[config.mk]
export PLATFORM = sky130hd
export DESIGN_NAME = ped_crossing_controller
export DESIGN_NICKNAME = d
export VERILOG_FILES = /design/src/rtl/ped_crossing_controller.sv
export SDC_FILE = /design/constraint.sdc
export NUM_CORES = 1
export LEC_CHECK = 0
export BUFFER_PORTS_ARGS = -buffer_cell sky130_fd_sc_hd__buf_2
export CELL_PAD_IN_SITES_DETAIL_PLACEMENT = 1
export CELL_PAD_IN_SITES_GLOBAL_PLACEMENT = 1
export CORE_ASPECT_RATIO = 0.8
export CORE_MARGIN = 2
export CORE_UTILIZATION = 40
export DETAILED_ROUTE_END_ITERATION = 6
export PLACE_DENSITY_LB_ADDON = 0.1
export SYNTH_ARGS = -nofsm -noshare
export SYNTH_HDL_FRONTEND = slang
export SYNTH_SLANG_ARGS = --single-unit
[constraint.sdc]
create_clock -name clk -period 2.6 [get_ports clk]
set_input_delay 0.26 -clock clk [delete_from_list [all_inputs] [get_ports clk]]
set_output_delay 0.26 -clock clk [all_outputs]
set_load 0.005 [all_outputs]
[src/rtl/ped_crossing_controller.sv]
// Pedestrian crossing signal controller.
// Synchronises and debounces a raw push-button, latches requests, and grants
// WALK only at the start of an NS green phase. Solid WALK is followed by a
// flashing DONT_WALK with a countdown. DONT_WALK is forced whenever NS is not
// green. An illegal NS lamp code sets a sticky fault that blocks all grants
// until reset.
//
// Ports:
//   clk          in   system clock, all state on rising edge
//   reset        in   synchronous, active-high reset
//   NS           in   NS lamp code {red,yellow,green}, one-hot
//   btn          in   raw asynchronous push-button, active-high
//   walk         out  WALK lamp
//   dont_walk    out  DONT_WALK lamp (toggles while flashing)
//   countdown    out  cycles remaining in FLASH, else 0
//   req_pending  out  accepted request waiting for the next NS green
//   abort        out  one-cycle pulse: WALK/FLASH cut short by NS leaving green
//   fault        out  sticky illegal-NS-code flag
module ped_crossing_controller #(
    parameter int unsigned DEBOUNCE_CYCLES = 4,
    parameter int unsigned WALK_CYCLES     = 8,
    parameter int unsigned FLASH_CYCLES    = 6,
    parameter int unsigned CNT_W           = 5
) (
    input  logic             clk,
    input  logic             reset,
    input  logic [2:0]       NS,
    input  logic             btn,
    output logic             walk,
    output logic             dont_walk,
    output logic [CNT_W-1:0] countdown,
    output logic             req_pending,
    output logic             abort,
    output logic             fault
);

    typedef enum logic [1:0] {IDLE, WALK, FLASH} state_t;

    localparam logic [CNT_W-1:0] DEB_LAST   = CNT_W'(DEBOUNCE_CYCLES - 1);
    localparam logic [CNT_W-1:0] WALK_LAST  = CNT_W'(WALK_CYCLES - 1);
    localparam logic [CNT_W-1:0] FLASH_LAST = CNT_W'(FLASH_CYCLES - 1);

    state_t             state, state_next;
    logic [CNT_W-1:0]   timer, timer_next;
    logic [CNT_W-1:0]   deb_cnt;
    logic               s1, s2, btn_stable, stable_d;
    logic [2:0]         ns_prev;
    logic               ns_green, ns_legal, green_start, press, grant;
    logic               walk_next, dont_walk_next, abort_next;
    logic [CNT_W-1:0]   countdown_next;

    assign ns_green    = (NS == 3'b001);
    assign ns_legal    = (NS == 3'b001) || (NS == 3'b010) || (NS == 3'b100);
    assign green_start = ns_green && (ns_prev != 3'b001);
    // Accepted press: rising edge of the debounced level, one cycle after it settles.
    assign press       = btn_stable && !stable_d;

    // State register and all registered outputs.
    always_ff @(posedge clk) begin
        if (reset) begin
            s1          <= 1'b0;
            s2          <= 1'b0;
            btn_stable  <= 1'b0;
            stable_d    <= 1'b0;
            deb_cnt     <= '0;
            ns_prev     <= 3'b100;
            state       <= IDLE;
            timer       <= '0;
            walk        <= 1'b0;
            dont_walk   <= 1'b1;
            countdown   <= '0;
            req_pending <= 1'b0;
            abort       <= 1'b0;
            fault       <= 1'b0;
        end else begin
            s1       <= btn;
            s2       <= s1;
            stable_d <= btn_stable;
            if (s2 != btn_stable) begin
                if (deb_cnt == DEB_LAST) begin
                    btn_stable <= s2;
                    deb_cnt    <= '0;
                end else begin
                    deb_cnt <= deb_cnt + 1'b1;
                end
            end else begin
                deb_cnt <= '0;
            end
            ns_prev   <= NS;
            state     <= state_next;
            timer     <= timer_next;
            walk      <= walk_next;
            dont_walk <= dont_walk_next;
            countdown <= countdown_next;
            abort     <= abort_next;
            fault     <= fault | ~ns_legal;
            // A press on the grant edge wins over the clear.
            if (press) begin
                req_pending <= 1'b1;
            end else if (grant) begin
                req_pending <= 1'b0;
            end
        end
    end

    // Next-state and timer logic.
    always_comb begin
        state_next = state;
        timer_next = timer;
        grant      = 1'b0;
        if (!ns_legal) begin
            state_next = IDLE;
            timer_next = '0;
        end else begin
            unique case (state)
                IDLE: begin
                    if (req_pending && green_start && !fault) begin
                        state_next = WALK;
                        timer_next = WALK_LAST;
                        grant      = 1'b1;
                    end
                end
                WALK: begin
                    if (!ns_green) begin
                        state_next = IDLE;
                        timer_next = '0;
                    end else if (timer == '0) begin
                        state_next = FLASH;
                        timer_next = FLASH_LAST;
                    end else begin
                        timer_next = timer - 1'b1;
                    end
                end
                FLASH: begin
                    if (!ns_green || timer == '0) begin
                        state_next = IDLE;
                        timer_next = '0;
                    end else begin
                        timer_next = timer - 1'b1;
                    end
                end
                default: begin
                    state_next = IDLE;
                    timer_next = '0;
                end
            endcase
        end
    end

    // Output values, decoded from the upcoming state and registered above.
    always_comb begin
        walk_next      = (state_next == WALK);
        dont_walk_next = 1'b1;
        countdown_next = '0;
        abort_next     = (state == WALK || state == FLASH) && !ns_green;
        if (state_next == WALK) begin
            dont_walk_next = 1'b0;
        end else if (state_next == FLASH) begin
            // Lit on FLASH entry, then alternates every cycle.
            dont_walk_next = (state == FLASH) ? ~dont_walk : 1'b1;
            countdown_next = timer_next + 1'b1;
        end
    end

endmodule

* Word level (Yosys, flattened, before mapping)
Index checks and enable logic that the tools add are counted.
** Storage, ports and cells
- Output and inout bits :: 10
- Input bits :: 6
- Word-level logic and storage cells :: 70
- Register bits :: 29
** Operators by class
- Equality and inequality tests :: 10
- Add/sub/neg operators :: 3
- Reduce and logical (&&, ||, !) cells :: 18
- Mux-type cells :: 20
- Bitwise operators :: 5
** Operators by type and width (count)
- 2-to-1 mux 5 bit :: 5
- case mux 5 bit (3 select lines) :: 1
- adder 5 x 1 -> 5 bit, second input constant :: 2
- 2-to-1 mux 2 bit :: 5
- 2-to-1 mux 1 bit :: 8
- case mux 2 bit (3 select lines) :: 1
- OR reduction 3 bit :: 2
- == test 5 x 2 -> 1 bit, second input constant :: 1
- logical AND 1 bit :: 5
- logical NOT 5 bit :: 1
- subtractor 5 x 1 -> 5 bit, second input constant :: 1
- == test 2 x 1 -> 1 bit, second input constant :: 2
- == test 2 bit, second input constant :: 2
- logical OR 1 bit :: 4
- NOT 1 bit :: 4
- == test 3 x 1 -> 1 bit, second input constant :: 1
- == test 3 x 2 -> 1 bit, second input constant :: 1
- == test 3 bit, second input constant :: 1
- logical NOT 1 bit :: 3
- != test 3 x 1 -> 1 bit, second input constant :: 1
- logical NOT 2 bit :: 1
- AND reduction 2 bit :: 1
- nonzero test 2 bit :: 1
- != test 1 bit :: 1
- OR 1 bit :: 1

* Longest topological paths before layout
- Depth after elaboration :: 10
- Gate-level depth with buffers :: 9

* Least setup slack after synthesis
Ideal clock, no wire load.
- Kind :: reg-to-reg
- From :: register timer[0]
- To :: register countdown[2]
- Path slack :: 0.363 ns
- Arrival time :: 2.164 ns
- Cell stages (with the launch flop) :: 10
- Data required time :: 2.527 ns
- Clock period less this slack :: 2.237 ns
- Cells stage by stage :: dfxtp_1 -> inv_1 -> ha_1 -> nor4b_2 -> mux2i_1 -> a311oi_2 -> nor2_1 -> ha_1 -> or3_1 -> a21oi_1
** On the way
- Elaborated cells on any way between the ends :: 19
- Classes of those cells :: 2 x add/sub; 2 x eq/ne; 11 x mux; 1 x bitwise; 3 x reduce/logical
** RTL lines
- start: declaration :: RTL line 44 : logic [CNT_W-1:0] timer, timer_next;
- start signal: assignment :: RTL line 91 : timer <= timer_next;
- subtractor 5 x 1 -> 5 bit / logical NOT 5 bit (equally long branches)
- 2-to-1 mux 5 bit / logical OR 1 bit (equally long branches) :: RTL line 127, 135
- 2-to-1 mux 5 bit (on tied branches) :: RTL line 124, 135
- case mux 5 bit (3 select lines) * :: RTL line 115 : unique case (state)
- 2-to-1 mux 5 bit * :: RTL line 111 : if (!ns_legal) begin
- named net timer_next[0] :: RTL line 44
- adder 5 x 1 -> 5 bit * :: RTL line 161 : countdown_next = timer_next + 1'b1;
- end signal: assignment :: RTL line 94 : countdown <= countdown_next;
- end: declaration :: RTL line 31 : output logic [CNT_W-1:0] countdown,
Mark *: on every way through the listed nets, which the timed path passes. The rest lies on a longest branch.
A chain may end at the register's enable or synchronous reset.

* Worst setup path after layout
- From :: register state[0]
- To :: register countdown[2]
** On the way
- Elaborated cells on any way between the ends :: 16
- Classes of those cells :: 1 x add/sub; 4 x eq/ne; 8 x mux; 1 x bitwise; 2 x reduce/logical
** RTL lines
- start: declaration :: RTL line 43 : state_t state, state_next;
- start signal: assignment :: RTL line 90 : state <= state_next;
- == test 2 bit (tied with other cells) :: RTL line 115
- case mux 5 bit (3 select lines) * :: RTL line 115
- 2-to-1 mux 5 bit * :: RTL line 111
- named net timer_next[0] :: RTL line 44
- adder 5 x 1 -> 5 bit * :: RTL line 161
Marks and branches as above.

==> results.sh <==
export IMPL_crit_type="flip-flop to flip-flop"
export IMPL_critPathCaptureType="flip-flop"
export IMPL_required_ps=2810
export IMPL_clock_power_share=0.505
export IMPL_die_y_um=55.3
export IMPL_max_slew_margin=0.606
export IMPL_clk_pin_slew_ps=70
export IMPL_synth_flop_cell="dfxtp_1"
export IMPL_ios=16
export IMPL_seqPwrFrac=0.463
export IMPL_status="finished, final reports clean"
export IMPL_syn_area_per_cell_um2=9.60
export IMPL_dp_cells=192
export IMPL_synth_edff_count=0
export IMPL_finalWorstSetupSlack_ps=154
export IMPL_detail_route_wl_per_cell_um=14.9
export IMPL_yosysSeqAreaShare=0.441
export IMPL_clock_latency_ps=290
export IMPL_io_buffers=15
export IMPL_diodes=0
export IMPL_root_buffer="clkbuf_8"
export IMPL_htree_levels=2
export IMPL_antenna_found_initial=0
export IMPL_area_growth_pct=19.7
export IMPL_grt_overflow=0
export IMPL_drive_gt1_frac=0.219
export IMPL_crit_chain="inv_1 > ha_1 > or2_2 > a311oi_2 > nor2_1 > ha_2 > or3_1 > a21oi_1"
export IMPL_fin_skew_ps=5.34
export IMPL_fmax_mhz=409
export IMPL_coreArea_mm2=0.00311
export IMPL_cts_sinks=29
export IMPL_wl_mm=2.97
export IMPL_numCtsBuffers=5
export IMPL_grt_max_degree=17
export IMPL_crit_slowest_cell="a311oi_2"
export IMPL_ir_drop_uv=398
export IMPL_switchingPower_w=0.000204
export IMPL_hold_viol=0
export IMPL_yosys_warnings=0
export IMPL_crit_fanout=4
export IMPL_dp_hpwl_mm=2.24
export IMPL_crit_arrival_ps=2660
export IMPL_hp_class="primary input to flip-flop"
export IMPL_powerDensity_mw_per_mm2=621
export IMPL_drt_pass1_iter_count=4
export IMPL_initial_core_util=0.423
export IMPL_slew_viol_final=0
export IMPL_grt_pass1_vias=1103
export IMPL_worstMarginPinSlew_ps=589
export IMPL_layout_nets=172
export IMPL_viasPerCell=5.40
export IMPL_final_area_mm2=0.00157
export IMPL_grt_setup_unrepaired="no"
export IMPL_drt_initial_drc_count=37
export IMPL_route_detailed_drc=0
export IMPL_syn_cell_area_mm2=0.00132
export IMPL_async_reset_ff_frac=0
export IMPL_die_area_mm2=0.00377
export IMPL_p_comb_frac=0.032
export IMPL_power_leakage_nw=0.652
export IMPL_vias=1079
export IMPL_rows=18
export IMPL_setup_viol=0
export IMPL_cts_setup_buffers=0
export IMPL_globalRouteTotalUtil=0.185
export IMPL_cp_slowest_stage_delay_ps=420
export IMPL_synth_nets=150
export IMPL_final_cell_count_no_fill=200
export IMPL_cts_tree="done"
export IMPL_grt_pass1_wl_mm=5.14
export IMPL_yosys_cell_types_count=42
export IMPL_chipWidth_um=68.1
export IMPL_postSynthCellCount=137
export IMPL_min_period_ps=2450
export IMPL_post_place_ws_ps=29.2
export IMPL_sw_frac_of_total=0.208
export IMPL_startpoint_type="flip-flop"
export IMPL_synth_seq_cells=29
export IMPL_cap_viol_max_count=0
export IMPL_gp_congestion=0.778
export IMPL_tns_ps=0
export IMPL_postCtsHoldBufs=0
export IMPL_antenna_left=0
export IMPL_period_share=0.941
export IMPL_cts_buffer_depth=2
export IMPL_placed_area_mm2=0.00144
export IMPL_intPower_w=0.000773
[state kept, by name, indices dropped and copies added, names as in the netlist]
name         count
countdown        5
deb_cnt          5
timer            5
ns_prev          3
state            2
abort            1
btn_stable       1
dont_walk        1
fault            1
req_pending      1
s1               1
s2               1
stable_d         1
walk             1
[cell usage after synthesis (all sizes together) (2+ instances only)]
| master | number | area share |
|---|---|---|
| dfxtp | 29 | 0.44 |
| nor2 | 18 | 0.051 |
| inv | 12 | 0.034 |
| ha | 7 | 0.067 |
| nor2b | 6 | 0.029 |
| o21ai | 5 | 0.019 |
| a21oi | 4 | 0.015 |
| nor3 | 4 | 0.015 |
| nor4b | 4 | 0.043 |
| nand3 | 3 | 0.011 |
| nor3b | 3 | 0.021 |
| or2 | 3 | 0.014 |
| xor2 | 3 | 0.020 |
| a2111oi | 2 | 0.013 |
| a21o | 2 | 0.011 |
| and2 | 2 | 0.0095 |
| mux2i | 2 | 0.015 |
| nand2 | 2 | 0.0057 |
| nand2b | 2 | 0.0095 |
| o22ai | 2 | 0.0095 |
| o31ai | 2 | 0.011 |
| or3 | 2 | 0.0095 |
| or4 | 2 | 0.011 |
| xnor2 | 2 | 0.013 |
[cell usage in the layout, fill, tap and decap left out, types with 3 or more instances in the layout]
master and n:
xor2_1 3, inv_1 12, nor3_1 4, nor2_1 17
a21oi_1 4, nand3_1 3, dfxtp_1 29, buf_2 15
ha_1 6, nor2b_1 6, or2_2 3, o21ai_0 4
clkbuf_8 6
[final cells by class]
class,instances,area [um2]
clock inverter,2,37.5
timing repair buffer,17,90.1
clock buffer,6,82.6
fill,372,1530
sequential,29,581
multi-input combinational,94,688
inverter,12,45.0
tap,40,50.0
[worst paths after layout]
path                 start            to  slack, ps  depth (start not counted)
setup / recovery  state[0]  countdown[2]        150                          8
hold / removal         btn            s1        190                          2
setup reg to reg  state[0]  countdown[2]        150                          8
hold reg to reg         s1            s2        450                          1
[cells by family (layout without fill, tap and decap cells)]
logic type,Yosys count,after routing,share of synthesized area
AND/OR/NAND/NOR,55,55,0.253
flip-flops,29,29,0.441
AO/OA/AOI/OAI,25,25,0.145
buffers and inverters,14,37,0.0457
adder cells (fa/ha/maj),7,7,0.0666
XOR/XNOR,5,5,0.0333
multiplexers,2,2,0.0152
[critical path: cells and delay by family, from the launching register on]
kind                     cells  cell delay, ps
buffers and inverters        1              80
AND/OR/NAND/NOR              3             820
adder cells (fa/ha/maj)      2             500
flip-flops                   1             390
AO/OA/AOI/OAI                2             590
[power by group through the flow]
stage | Sequential (W) | Clock (W) | Combinational [W]
after floorplan | 0.000462 | 0 | 0.0000193
after global placement | 0.000462 | 0 | 0.0000302
after detailed placement | 0.000463 | 0 | 0.0000308
after CTS | 0.000453 | 0.000505 | 0.0000314
after global routing | 0.000453 | 0.000524 | 0.0000347
final | 0.000453 | 0.000493 | 0.0000308
[per-stage QoR]
step	power (W)	hold WS (ps)	util
after floorplan	0.000481	332	-
after global placement	0.000492	420	0.463
after detailed placement	0.000493	437	0.463
after CTS	0.000989	186	0.505
after global routing	0.00101	214	0.506
final	0.000977	187	0.506
[repair_timing]
| action | in CTS | in global routing |
|---|---|---|
| resized for setup | 1 | 2 |
| cloned | 0 | 0 |
| pin swaps | 0 | 1 |
| setup endpoints to repair | 1 | 1 |
[metal layers]
layer,vias up,track usage,share of wire
met4,0,0.0771,0.019
li1,527,-,-
met1,527,0.249,0.48
met2,17,0.272,0.46
met5,-,0,0
met3,8,0.0591,0.037
Power figures use the tool's default switching activity.
